[config.mk]
export PLATFORM = sky130hd
export DESIGN_NAME = stack_spill_ctl
export DESIGN_NICKNAME = d
export VERILOG_FILES = /design/src/rtl/stack_spill_pkg.sv /design/src/rtl/stack_spill_ctl.sv
export SDC_FILE = /design/constraint.sdc
export NUM_CORES = 1
export LEC_CHECK = 0
export CORE_MARGIN = 4
export CORE_UTILIZATION = 40
export DETAILED_ROUTE_END_ITERATION = 6
export PLACE_DENSITY = 0.76
export SLEW_MARGIN = 20
export SYNTH_ARGS = -nofsm -noshare
export SYNTH_HDL_FRONTEND = slang
export SYNTH_SLANG_ARGS = --single-unit
[constraint.sdc]
create_clock -name clk -period 3.4 [get_ports clk]
set_clock_uncertainty 0.1 [all_clocks]
set_input_delay 0.68 -clock clk [delete_from_list [all_inputs] [get_ports clk]]
set_output_delay 0.68 -clock clk [all_outputs]
set_load 0.05 [all_outputs]
[src/rtl/stack_spill_pkg.sv]
// Shared types and sizing helpers for the operand-stack spill/fill controller.
package stack_spill_pkg;

    localparam int ST_WIDTH = 35;

    typedef enum logic [1:0] {
        IDLE  = 2'd0,
        SPILL = 2'd1,
        FILL  = 2'd2
    } state_t;

    function automatic int occ_width(input int depth);
        return $clog2(depth + 1);
    endfunction

    function automatic int mem_cnt_width(input int mem_depth);
        return $clog2(mem_depth + 1);
    endfunction

endpackage

[src/rtl/stack_spill_ctl.sv]
// Spill/fill controller: tracks on-chip stack occupancy, moves the bottom entry to and from
// backing memory around the watermarks, and stalls decode when room or operands are at risk.
//
// state | meaning
// IDLE  | no backing-store request outstanding
// SPILL | write of the bottom entry outstanding, waiting for mem__ack
// FILL  | read of the top backing-store entry outstanding, waiting for mem__ack
module stack_spill_ctl
    import stack_spill_pkg::*;
#(
    parameter int          DEPTH      = 16,
    parameter int          HI_WM      = 12,
    parameter int          LO_WM      = 4,
    parameter int          MEM_DEPTH  = 1024,
    parameter logic [31:0] SPILL_BASE = 32'h0001_0000
) (
    input  logic                clk,
    input  logic                rst,
    input  logic                st__push_5a,
    input  logic                st__pop_5a,
    input  logic [1:0]          st__to_pop_5a,
    input  logic [ST_WIDTH-1:0] st__bot_data,
    output logic                st__bot_drop,
    output logic                st__bot_fill,
    output logic [ST_WIDTH-1:0] st__fill_data,
    output logic                mem__req,
    output logic                mem__we,
    output logic [31:0]         mem__addr,
    output logic [ST_WIDTH-1:0] mem__wdata,
    input  logic [ST_WIDTH-1:0] mem__rdata,
    input  logic                mem__ack,
    output logic                sp__stall_2a,
    output logic                sp__overflow,
    output logic                sp__underflow
);

    localparam int OW = occ_width(DEPTH);
    localparam int MW = mem_cnt_width(MEM_DEPTH);

    localparam logic [OW-1:0] C_DEPTH   = OW'(DEPTH);
    localparam logic [OW-1:0] C_DEPTH_1 = OW'(DEPTH - 1);
    localparam logic [OW-1:0] C_HI_WM   = OW'(HI_WM);
    localparam logic [OW-1:0] C_LO_WM   = OW'(LO_WM);
    localparam logic [OW-1:0] C_TWO     = OW'(2);
    localparam logic [MW-1:0] C_MEM_MAX = MW'(MEM_DEPTH);

    state_t                r_state;
    logic [OW-1:0]         r_occ;
    logic [MW-1:0]         r_mem_cnt;
    logic                  r_req;
    logic                  r_we;
    logic [31:0]           r_addr;
    logic [ST_WIDTH-1:0]   r_wdata;
    logic                  r_drop;
    logic                  r_fill;
    logic [ST_WIDTH-1:0]   r_fill_data;
    logic                  r_ovf;
    logic                  r_unf;

    logic                  w_ack_spill;
    logic                  w_ack_fill;
    logic                  w_push_ok;
    logic                  w_overflow;
    logic [1:0]            w_pop_cnt;
    logic [OW:0]           w_up;
    logic [OW:0]           w_dn;
    logic [OW:0]           w_occ_diff;
    logic                  w_underflow;
    logic                  w_spill_go;
    logic                  w_fill_go;

    // Acks only count while a request is outstanding; a stray ack in IDLE does nothing.
    assign w_ack_spill = (r_state == SPILL) && mem__ack;
    assign w_ack_fill  = (r_state == FILL) && mem__ack;

    assign w_overflow  = st__push_5a && (r_occ == C_DEPTH);
    assign w_push_ok   = st__push_5a && !w_overflow;
    assign w_pop_cnt   = st__pop_5a ? st__to_pop_5a : 2'd0;

    // All occupancy terms of one cycle are combined before saturating at zero.
    assign w_up        = {1'b0, r_occ} + (OW+1)'(w_push_ok) + (OW+1)'(w_ack_fill);
    assign w_dn        = (OW+1)'(w_pop_cnt) + (OW+1)'(w_ack_spill);
    assign w_underflow = (w_dn > w_up);
    assign w_occ_diff  = w_up - w_dn;

    assign w_spill_go  = (r_occ > C_HI_WM) && (r_mem_cnt < C_MEM_MAX);
    assign w_fill_go   = (r_occ < C_LO_WM) && (r_mem_cnt != '0);

    always_ff @(posedge clk) begin
        if (rst) begin
            r_state     <= IDLE;
            r_occ       <= '0;
            r_mem_cnt   <= '0;
            r_req       <= 1'b0;
            r_we        <= 1'b0;
            r_addr      <= '0;
            r_wdata     <= '0;
            r_drop      <= 1'b0;
            r_fill      <= 1'b0;
            r_fill_data <= '0;
            r_ovf       <= 1'b0;
            r_unf       <= 1'b0;
        end else begin
            r_drop <= 1'b0;
            r_fill <= 1'b0;
            r_occ  <= w_underflow ? '0 : w_occ_diff[OW-1:0];
            if (w_overflow)  r_ovf <= 1'b1;
            if (w_underflow) r_unf <= 1'b1;
            case (r_state)
                IDLE: begin
                    if (w_spill_go) begin
                        r_state <= SPILL;
                        r_req   <= 1'b1;
                        r_we    <= 1'b1;
                        r_addr  <= SPILL_BASE + 32'(r_mem_cnt);
                        r_wdata <= st__bot_data;
                    end else if (w_fill_go) begin
                        r_state <= FILL;
                        r_req   <= 1'b1;
                        r_we    <= 1'b0;
                        r_addr  <= SPILL_BASE + 32'(r_mem_cnt) - 32'd1;
                    end
                end
                SPILL: begin
                    if (mem__ack) begin
                        r_state   <= IDLE;
                        r_req     <= 1'b0;
                        r_we      <= 1'b0;
                        r_drop    <= 1'b1;
                        r_mem_cnt <= r_mem_cnt + MW'(1);
                    end
                end
                FILL: begin
                    if (mem__ack) begin
                        r_state     <= IDLE;
                        r_req       <= 1'b0;
                        r_fill      <= 1'b1;
                        r_fill_data <= mem__rdata;
                        r_mem_cnt   <= r_mem_cnt - MW'(1);
                    end
                end
                default: begin
                    r_state <= IDLE;
                    r_req   <= 1'b0;
                    r_we    <= 1'b0;
                end
            endcase
        end
    end

    assign sp__stall_2a  = (r_occ >= C_DEPTH_1)
                         || ((r_occ < C_TWO) && (r_mem_cnt != '0))
                         || ((r_state == FILL) && (r_occ < C_TWO));

    assign st__bot_drop  = r_drop;
    assign st__bot_fill  = r_fill;
    assign st__fill_data = r_fill_data;
    assign mem__req      = r_req;
    assign mem__we       = r_we;
    assign mem__addr     = r_addr;
    assign mem__wdata    = r_wdata;
    assign sp__overflow  = r_ovf;
    assign sp__underflow = r_unf;

endmodule

==> results of run 1 <==
## cell usage in the layout, fill, tap and decap left out, types with 2 or more instances in the layout
cell type,count
a2111oi_0,2
a211o_1,2
a211oi_1,7
a21o_1,6
a21oi_1,94
a22oi_1,2
a311o_1,2
a31oi_1,3
and2_1,2
and3_1,4
and4_1,2
buf_4,17
clkbuf_16,9
clkdlybuf4s50_1,168
clkinv_2,2
conb_1,15
dfxtp_1,111
fa_1,3
ha_1,21
inv_1,23
inv_6,3
mux2i_1,2
nand2_1,168
nand2b_1,2
nand3_1,8
nand4_1,4
nor2_1,28
nor2b_1,2
nor3_1,5
nor4_1,4
o211ai_1,5
o21ai_0,11
o21ai_1,6
o21bai_1,2
xnor2_1,8
xor2_1,7
## worst register-to-register path, delay by kind of cell (launching register included)
family                   cells  cell delay, ns
AND/OR/NAND/NOR              4            0.94
adder cells (fa/ha/maj)      3            1.01
flip-flops                   1            0.38
AO/OA/AOI/OAI                3            0.58
buffers and inverters        1            0.04
## timing repair
action                                  CTS  global route
gates resized for setup                   0             1
endpoints found under the setup margin    0             1
hold buffers                              0             0
## stage by stage
step	setup slack [ns]	utilization (%)
2_1_floorplan	0.0125	-
3_3_place_gp	-0.0989	56.4
3_5_place_dp	-0.209	56.4
4_1_cts	0.118	58.9
5_1_grt	0.0164	59.0
6_report	0.180	59.0
## registers in the layout, summed over array words and instances, names as in the netlist
name	count
mem__addr	17
mem__req	1
mem__wdata	35
mem__we	1
r_mem_cnt	11
r_occ	5
r_state	2
sp__overflow	1
sp__underflow	1
st__bot_drop	1
st__bot_fill	1
st__fill_data	35
## logic make-up (layout without fill, tap and decap cells)
logic type               Yosys count  count (layout)  synth area share (%)
XOR/XNOR                          15              15                  2.61
flip-flops                       111             111                  44.2
buffers and inverters             72             226                  6.82
multiplexers                       2               2                 0.398
adder cells (fa/ha/maj)           25              25                  6.67
AND/OR/NAND/NOR                  240             240                  20.7
other                              1              15                0.0746
AO/OA/AOI/OAI                    156             156                  18.6
## how the worst max path moves through the flow
| stage | endpoint | slack [ns] | cells past startpoint |
|---|---|---|---|
| 3_5_place_dp | r_occ[2] | -0.21 | 12 |
| 3_3_place_gp | r_occ[3] | -0.1 | 12 |
| 6_report | r_occ[2] | 0.18 | 12 |
| 4_1_cts | sp__stall_2a | 0.12 | 7 |
| 2_1_floorplan | r_occ[2] | 0.01 | 14 |
| 5_1_grt | r_occ[0] | 0.02 | 12 |
## cell type report
class	instances	area [µm²]
Fill cell	1067	4990
Multi-Input combinational cell	453	2520
Sequential cell	111	2220
Timing Repair Buffer	186	1820
Clock buffer	10	239
Tap cell	168	210
Inverter	24	90.1
Clock inverter	6	66.3
## power breakdown
part,internal (mW),switching [mW],total [mW]
clock,0.597,0.488,1.09
combinational,1.10,2.02,3.12
sequential,1.53,0.161,1.69
total,3.24,2.67,5.90
## layer usage
layer	global-route usage (%)	routed length [µm]
met4	10.1	569
met1	23.9	5850
met2	35.2	7490
met3	4.57	1110
met5	0	0
==> flow_summary.toml, run 1 <==
[floorplanning]
die_y_um = 120
fp-row-count = 40
die_area_mm2 = 0.0144
fp.coreArea_mm2 = 0.0122
initial_core_util_pct = 41.4
die_w_um = 120
io_pins = 186

[logic_synthesis]
yosysMostFrequentCell = "nand2_1"
ys_seq_area_share_pct = 44.2
synth_edf_count = 0
synth.distinct_cells = 62
yosys_warnings = 0
synth-main-ff-cell = "dfxtp_1"
synth_common_cells = "nand2_1, dfxtp_1, a21oi_1"
yosysTopAreaCell = "dfxtp_1"
ys_async_sr_fraction_pct = 0
synth_area_leaders = "dfxtp_1, nand2_1, a21oi_1"
yosys.area.top_type_share_pct = 44.2
avgSynthCellArea_um2 = 8.09
synthCells = 622
ys_ff_latch = 111
synth_area_mm2 = 0.00503

[setup_path]
regToRegEndpoint = "r_occ[2]"
path_buf_inv = 3
worstPathRequired_ns = 3.59
cp-start-kind = "input port"
cp_top_family = "adder cells"
reg2reg_from = "r_occ[2]"
crit_fanout = 5
crit_arrival_ns = 3.41
crit_start = "mem__ack"
slowest_stage = "clkdlybuf4s50_1"
path_cells = "clkdlybuf4s50_1 > nand2_1 > clkinv_1 > fa_1 > ha_1 > inv_1 > ha_1 > nor2b_1 > o21a_1 > o2111a_1 > or2_2 > nor2_1"
critPathKind = "input port to flip-flop"
crit_path_end_kind = "flip-flop"
critPathMostFrequentCell = "ha_1"
r2r_cells = 11
cp_slowest_stage_delay_ns = 0.44
rrSetupSlack_ns = 0.29

[hold_path]
hold_class = "flip-flop to flip-flop"
min_path_cells = 2
min_to = "mem__addr[0]"
hp-start = "mem__addr[0]"

[pwr]
p_leak_nw = 2.78
power_density_mw_per_mm2 = 823
peakVddDrop_mv = 0.421
finalPower_mw = 5.90

[clocking]
clock_path_buffers = 2
cts_tree = "done"
cts_root_buffer = "clkbuf_16"
numCtsBuffers = 9
clk_pin_slew_ns = 0.07
insertion_delay_ns = 0.35
cts.sinks = 111
htree_levels = 3
postCtsSetupRepairBufs = 0

[place]
gp_congestion = 0.956
port_buffers = 170
numPlacedInstances = 942
place_area_mm2 = 0.00686
dp_hpwl_mm = 11.2

[routing]
firstDrtPassIters = 5
routedWlPerCell_um = 15.7
drt-initial-drc-count = 359
drt_wl_total_mm = 15.0
via_per_inst = 5.15
antenna_left = 0
drc_errors = 0
vias = 4934

[cells_and_area]
fin_nets = 887
fin_cells = 958
syn_to_final_growth_pct = 42.5
design_area_mm2 = 0.00717
insertedDiodeCount = 0
drive_gt1_share_pct = 5.57

[sta]
whs_ns = 0.351
fin_crit_ns = 3.22
tns_ns = 0
min_period_over_period_pct = 94.7
grt_setup_unrepaired = "no"
relSlewSlack_pct = 52.5
final_hold_viol_count = 0
worstMarginPinSlew_ns = 0.710
slew_violations = 0
finalSetupViolations = 0
max_freq_mhz = 311

[global_route]
grt_max_degree = 41
antenna_found_initial = 0
grt_pass1_vias = 4762
gr-usage-all-layers_pct = 20.5
grt_pass1_wl_mm = 23.9
overflow = 0

[flow_run]
cap_viol_max_count = 0

[outcome]
status = "completed"
Power figures use the tool's default switching activity.
==> run 2, diff against run 1 <==
PLACE_DENSITY = 0.82   (was 0.76)
==> run 2 against run 1 <==
Hold slack better by 0.0023 ns; core utilization is 0.29 points higher; power is 0.72% higher; worst setup slack worse by 0.022 ns; register-to-register slack better by 0.04 ns; first-iteration DRC count is 23% lower; critical path depth is 5 lower; global-route usage is 1.7 points lower.
==> flow_summary.toml, run 2 (synthesis results as in run 1) <==
[sta]
finalSetupViolations = 0
tns_ns = 0
relSlewSlack_pct = 48.3
fin_crit_ns = 3.24
worstMarginPinSlew_ns = 0.772
grt_setup_unrepaired = "no"
whs_ns = 0.354
worst_slack_ns = 0.157
final_hold_viol_count = 0
min_period_over_period_pct = 95.4
slew_violations = 0
max_freq_mhz = 308

[cells_and_area]
drive_gt1_share_pct = 5.69
syn_to_final_growth_pct = 43.2
final_common_cell = "clkdlybuf4s50_1"
insertedDiodeCount = 0
design_area_mm2 = 0.00720
fin_util_pct = 59.2
most-common-layout-cells = "clkdlybuf4s50_1, nand2_1, dfxtp_1"
n_fill_cell = 1081
fin_cells = 959
fin_nets = 888

[pwr]
peakVddDrop_mv = 0.284
p_seq_share_pct = 28.5
p_leak_nw = 2.78
switching_share_pct = 44.4
pwr-share-comb_pct = 51.8
p_int_mw = 3.30
power.switching_mw = 2.64
pwr-share-clk_pct = 19.7
power_density_mw_per_mm2 = 825
finalPower_mw = 5.95

[routing]
drt-initial-drc-count = 276
vias = 4805
via_per_inst = 5.01
wl_met1_mm = 5.81
antenna_left = 0
routed-wl-met3_um = 867
wl_met2_mm = 6.97
drt_wl_total_mm = 14.0
routedWlPerCell_um = 14.6
drc_errors = 0
firstDrtPassIters = 5
top_layer = "met4"

[clocking]
clock_path_buffers = 2
insertion_delay_ns = 0.35
post_cts_resized = 0
htree_levels = 3
cts_root_buffer = "clkbuf_16"
postCtsSetupRepairBufs = 0
cts_hold_buffers = 0
numCtsBuffers = 9
cts.sinks = 111
clk_pin_slew_ns = 0.07
cts_tree = "done"

[place]
port_buffers = 170
numPlacedInstances = 943
detailedPlace.worstSlack_ns = -0.177
dp_hpwl_mm = 9.98
gp_congestion = 0.881
place_area_mm2 = 0.00687

[setup_path]
crit_path_end_kind = "primary output"
cp-start-kind = "flip-flop"
crit_fanout = 7
critPathKind = "flip-flop to primary output"
crit_arrival_ns = 2.46
worstPathRequired_ns = 2.62
rrSetupSlack_ns = 0.33
r2r_cells = 11

[floorplanning]
io_pins = 186
die_area_mm2 = 0.0144
die_y_um = 120
initial_core_util_pct = 41.4
fp-row-count = 40
die_w_um = 120
fp.coreArea_mm2 = 0.0122

[flow_run]
cap_viol_max_count = 0

[global_route]
grt_pass1_wl_mm = 22.3
gr-usage-all-layers_pct = 18.8
grt_pass1_vias = 4441
overflow = 0
grt_max_degree = 47
antenna_found_initial = 0

[outcome]
status = "completed"

[hold_path]
hold_class = "flip-flop to flip-flop"
min_path_cells = 2
## run 2: cell types whose count changed in the layout (fill, tap and decap cells not counted)
cell,before,now
clkbuf_8,1,0
clkinvlp_4,0,1
clkinv_8,0,1
bufinv_16,1,2
clkinv_2,2,0
dlymetal6s2s_1,1,0
buf_4,17,18
clkdlybuf4s50_1,168,169
## run 2: cell type report
cell class | instances | area [µm²] | share of cell area (%)
timing repair buffer | 187 | 1830 | 25.4
clock buffer | 9 | 225 | 3.13
tap | 168 | 210 | 2.92
multi-input combinational | 453 | 2520 | 35.0
inverter | 24 | 90.1 | 1.25
sequential | 111 | 2220 | 30.8
clock inverter | 7 | 110 | 1.53
## run 2: critical path: stages, from the launching register on
cell and delay, ns:
dfxtp_1 0.48, inv_1 0.10, ha_1 0.22, nor3b_2 0.17, nand3_1 0.13, o21ai_0 0.08
nand3_1 0.11, clkdlybuf4s50_1 0.81
## run 2: power groups by stage
stage          Clock [mW]  Combinational [mW]  Sequential, mW
2_1_floorplan           0                1.65            2.27
3_3_place_gp            0                3.03            1.71
3_5_place_dp            0                3.08            1.72
4_1_cts              1.19                3.09            1.69
5_1_grt              1.24                3.37            1.73
6_report             1.17                3.08            1.69
## run 2: worst paths after layout
check / from / end
worst min register to register: mem__addr[0] / mem__addr[0]
worst max register to register: r_occ[2] / r_occ[3]
worst max-delay path: r_mem_cnt[0] / sp__stall_2a
worst min-delay path: mem__addr[0] / mem__addr[0]
## run 2: per-layer routing
layer,GRT usage [%],up-vias
li1,-,2402
met1,23.2,2228
met2,32.6,153
met3,3.11,22
met4,7.16,0
met5,0,-
==> run 3, diff against run 2 <==
--- a/config.mk
+++ b/config.mk
@@ -14,2 +14,3 @@
 export SYNTH_HDL_FRONTEND = slang
 export SYNTH_SLANG_ARGS = --single-unit
+export TNS_END_PERCENT = 1
==> constraint.sdc (replaced) <==
create_clock -name clk -period 3.4 [get_ports clk]
set_clock_uncertainty 0.1 [all_clocks]
set_input_delay 0.85 -clock clk [delete_from_list [all_inputs] [get_ports clk]]
set_output_delay 0.85 -clock clk [all_outputs]
set_load 0.05 [all_outputs]
==> run 3 against run 2 <==
Hold slack hardly changed; final cell count fell by 0.10%; first-iteration DRC count shrank 3.6%; power decreased by 3.2%; sequential share of layout area increased by 0.20 points; via count hardly changed; die area unchanged.
==> flow_summary.toml, run 3 (synthesis results as in run 1) <==
[cells_and_area]
seq_area_mm2 = 0.00222
most-common-layout-cells = "nand2_1, clkdlybuf4s50_1, dfxtp_1"
insertedDiodeCount = 0
syn_to_final_growth_pct = 42.3
fin_nets = 887
fin_util_pct = 58.9
multi_input_area_mm2 = 0.00253
drive_gt1_share_pct = 5.70
n_fill_cell = 1065

[global_route]
antenna_found_initial = 0
grt_pass1_vias = 4384
grt_pass1_wl_mm = 22.0
gr-usage-all-layers_pct = 18.7
grt_max_degree = 56
overflow = 0

[routing]
drc_errors = 0
antenna_left = 0
drt_wl_total_mm = 13.9
routedWlPerCell_um = 14.5
via_per_inst = 5.01
firstDrtPassIters = 4
drt-initial-drc-count = 266
vias = 4802

[clocking]
clock_path_buffers = 2
clk_pin_slew_ns = 0.07
cts_root_buffer = "clkbuf_16"
insertion_delay_ns = 0.35
cts.sinks = 111
cts_tree = "done"
htree_levels = 3
postCtsSetupRepairBufs = 0
numCtsBuffers = 9

[setup_path]
worstPathRequired_ns = 3.59
cp-start-kind = "input port"
crit_arrival_ns = 3.41
crit_fanout = 5
crit_path_end_kind = "flip-flop"
critPathKind = "input port to flip-flop"

[floorplanning]
die_area_mm2 = 0.0144
fp.coreArea_mm2 = 0.0122
die_w_um = 120
initial_core_util_pct = 41.4
die_y_um = 120
io_pins = 186
fp-row-count = 40

[sta]
finalSetupViolations = 0
fin_crit_ns = 3.22
final_hold_viol_count = 0
min_period_over_period_pct = 94.8
grt_setup_unrepaired = "no"
worstMarginPinSlew_ns = 0.663
slew_violations = 0
relSlewSlack_pct = 55.7
tns_ns = 0
max_freq_mhz = 310

[place]
port_buffers = 170
gp_congestion = 0.917
dp_hpwl_mm = 10.2

[pwr]
peakVddDrop_mv = 0.294
power_density_mw_per_mm2 = 804
p_leak_nw = 2.75

[hold_path]
hold_class = "flip-flop to flip-flop"

[flow_run]
cap_viol_max_count = 0

[outcome]
status = "completed"
-- run 3: worst paths after layout --
path | start | to | slack, ns | cells past startpoint
max | mem__ack | r_occ[4] | 0.18 | 12
min | st__fill_data[13] | st__fill_data[13] | 0.35 | 2
max reg2reg | r_occ[3] | r_occ[4] | 0.41 | 11
min reg2reg | st__fill_data[13] | st__fill_data[13] | 0.35 | 2
-- run 3: critical path: stages --
cell             delay (ns)
clkdlybuf4s50_1        0.43
nand2_1                0.11
clkinv_2               0.09
fa_2                   0.39
ha_4                   0.28
inv_1                  0.04
ha_1                   0.29
nor2b_1                0.13
o21a_1                 0.15
o2111a_1               0.23
or2_2                  0.32
nor2_1                 0.11
-- run 3: metrics by stage --
stage	hold slack (ns)	cells	power, mW	cell area [µm²]	worst slack (ns)
finish	0.354	958	5.76	7160	0.177
global route	0.375	958	6.15	7160	0.0236
CTS	0.355	958	5.80	7160	0.0955
detailed placement	0.345	942	4.79	6870	-0.280
global placement	0.338	942	4.75	6870	-0.211
floorplan	0.399	636	3.92	5100	0.00574
-- run 3: layout make-up --
| type | count | share of cell area (%) |
|---|---|---|
| clock buffer | 11 | 3.39 |
| clock inverter | 5 | 0.577 |
| inverter | 24 | 1.28 |
| multi-input combinational | 453 | 35.4 |
| sequential | 111 | 31.0 |
| tap | 168 | 2.94 |
| timing repair buffer | 186 | 25.4 |
-- run 3: what timing repair did --
item                       4_1_cts  5_1_grt
hold buffers                     0        0
gates resized for setup          1        1
setup endpoints to repair        1        4
-- run 3: power by group --
part           leakage, nW  switching, mW  internal, mW
Combinational         1.72           1.96          1.10
Clock                0.132          0.478         0.523
Sequential           0.901          0.161          1.53
-- run 3: metal layers --
layer | vias to the layer above | GRT usage, % | share of wire [%]
met1 | 2255 | 23.3 | 42
met5 | - | 0 | 0
met2 | 120 | 31.5 | 51
met3 | 23 | 3.30 | 4.8
met4 | 0 | 8.30 | 2.5
li1 | 2404 | - | -
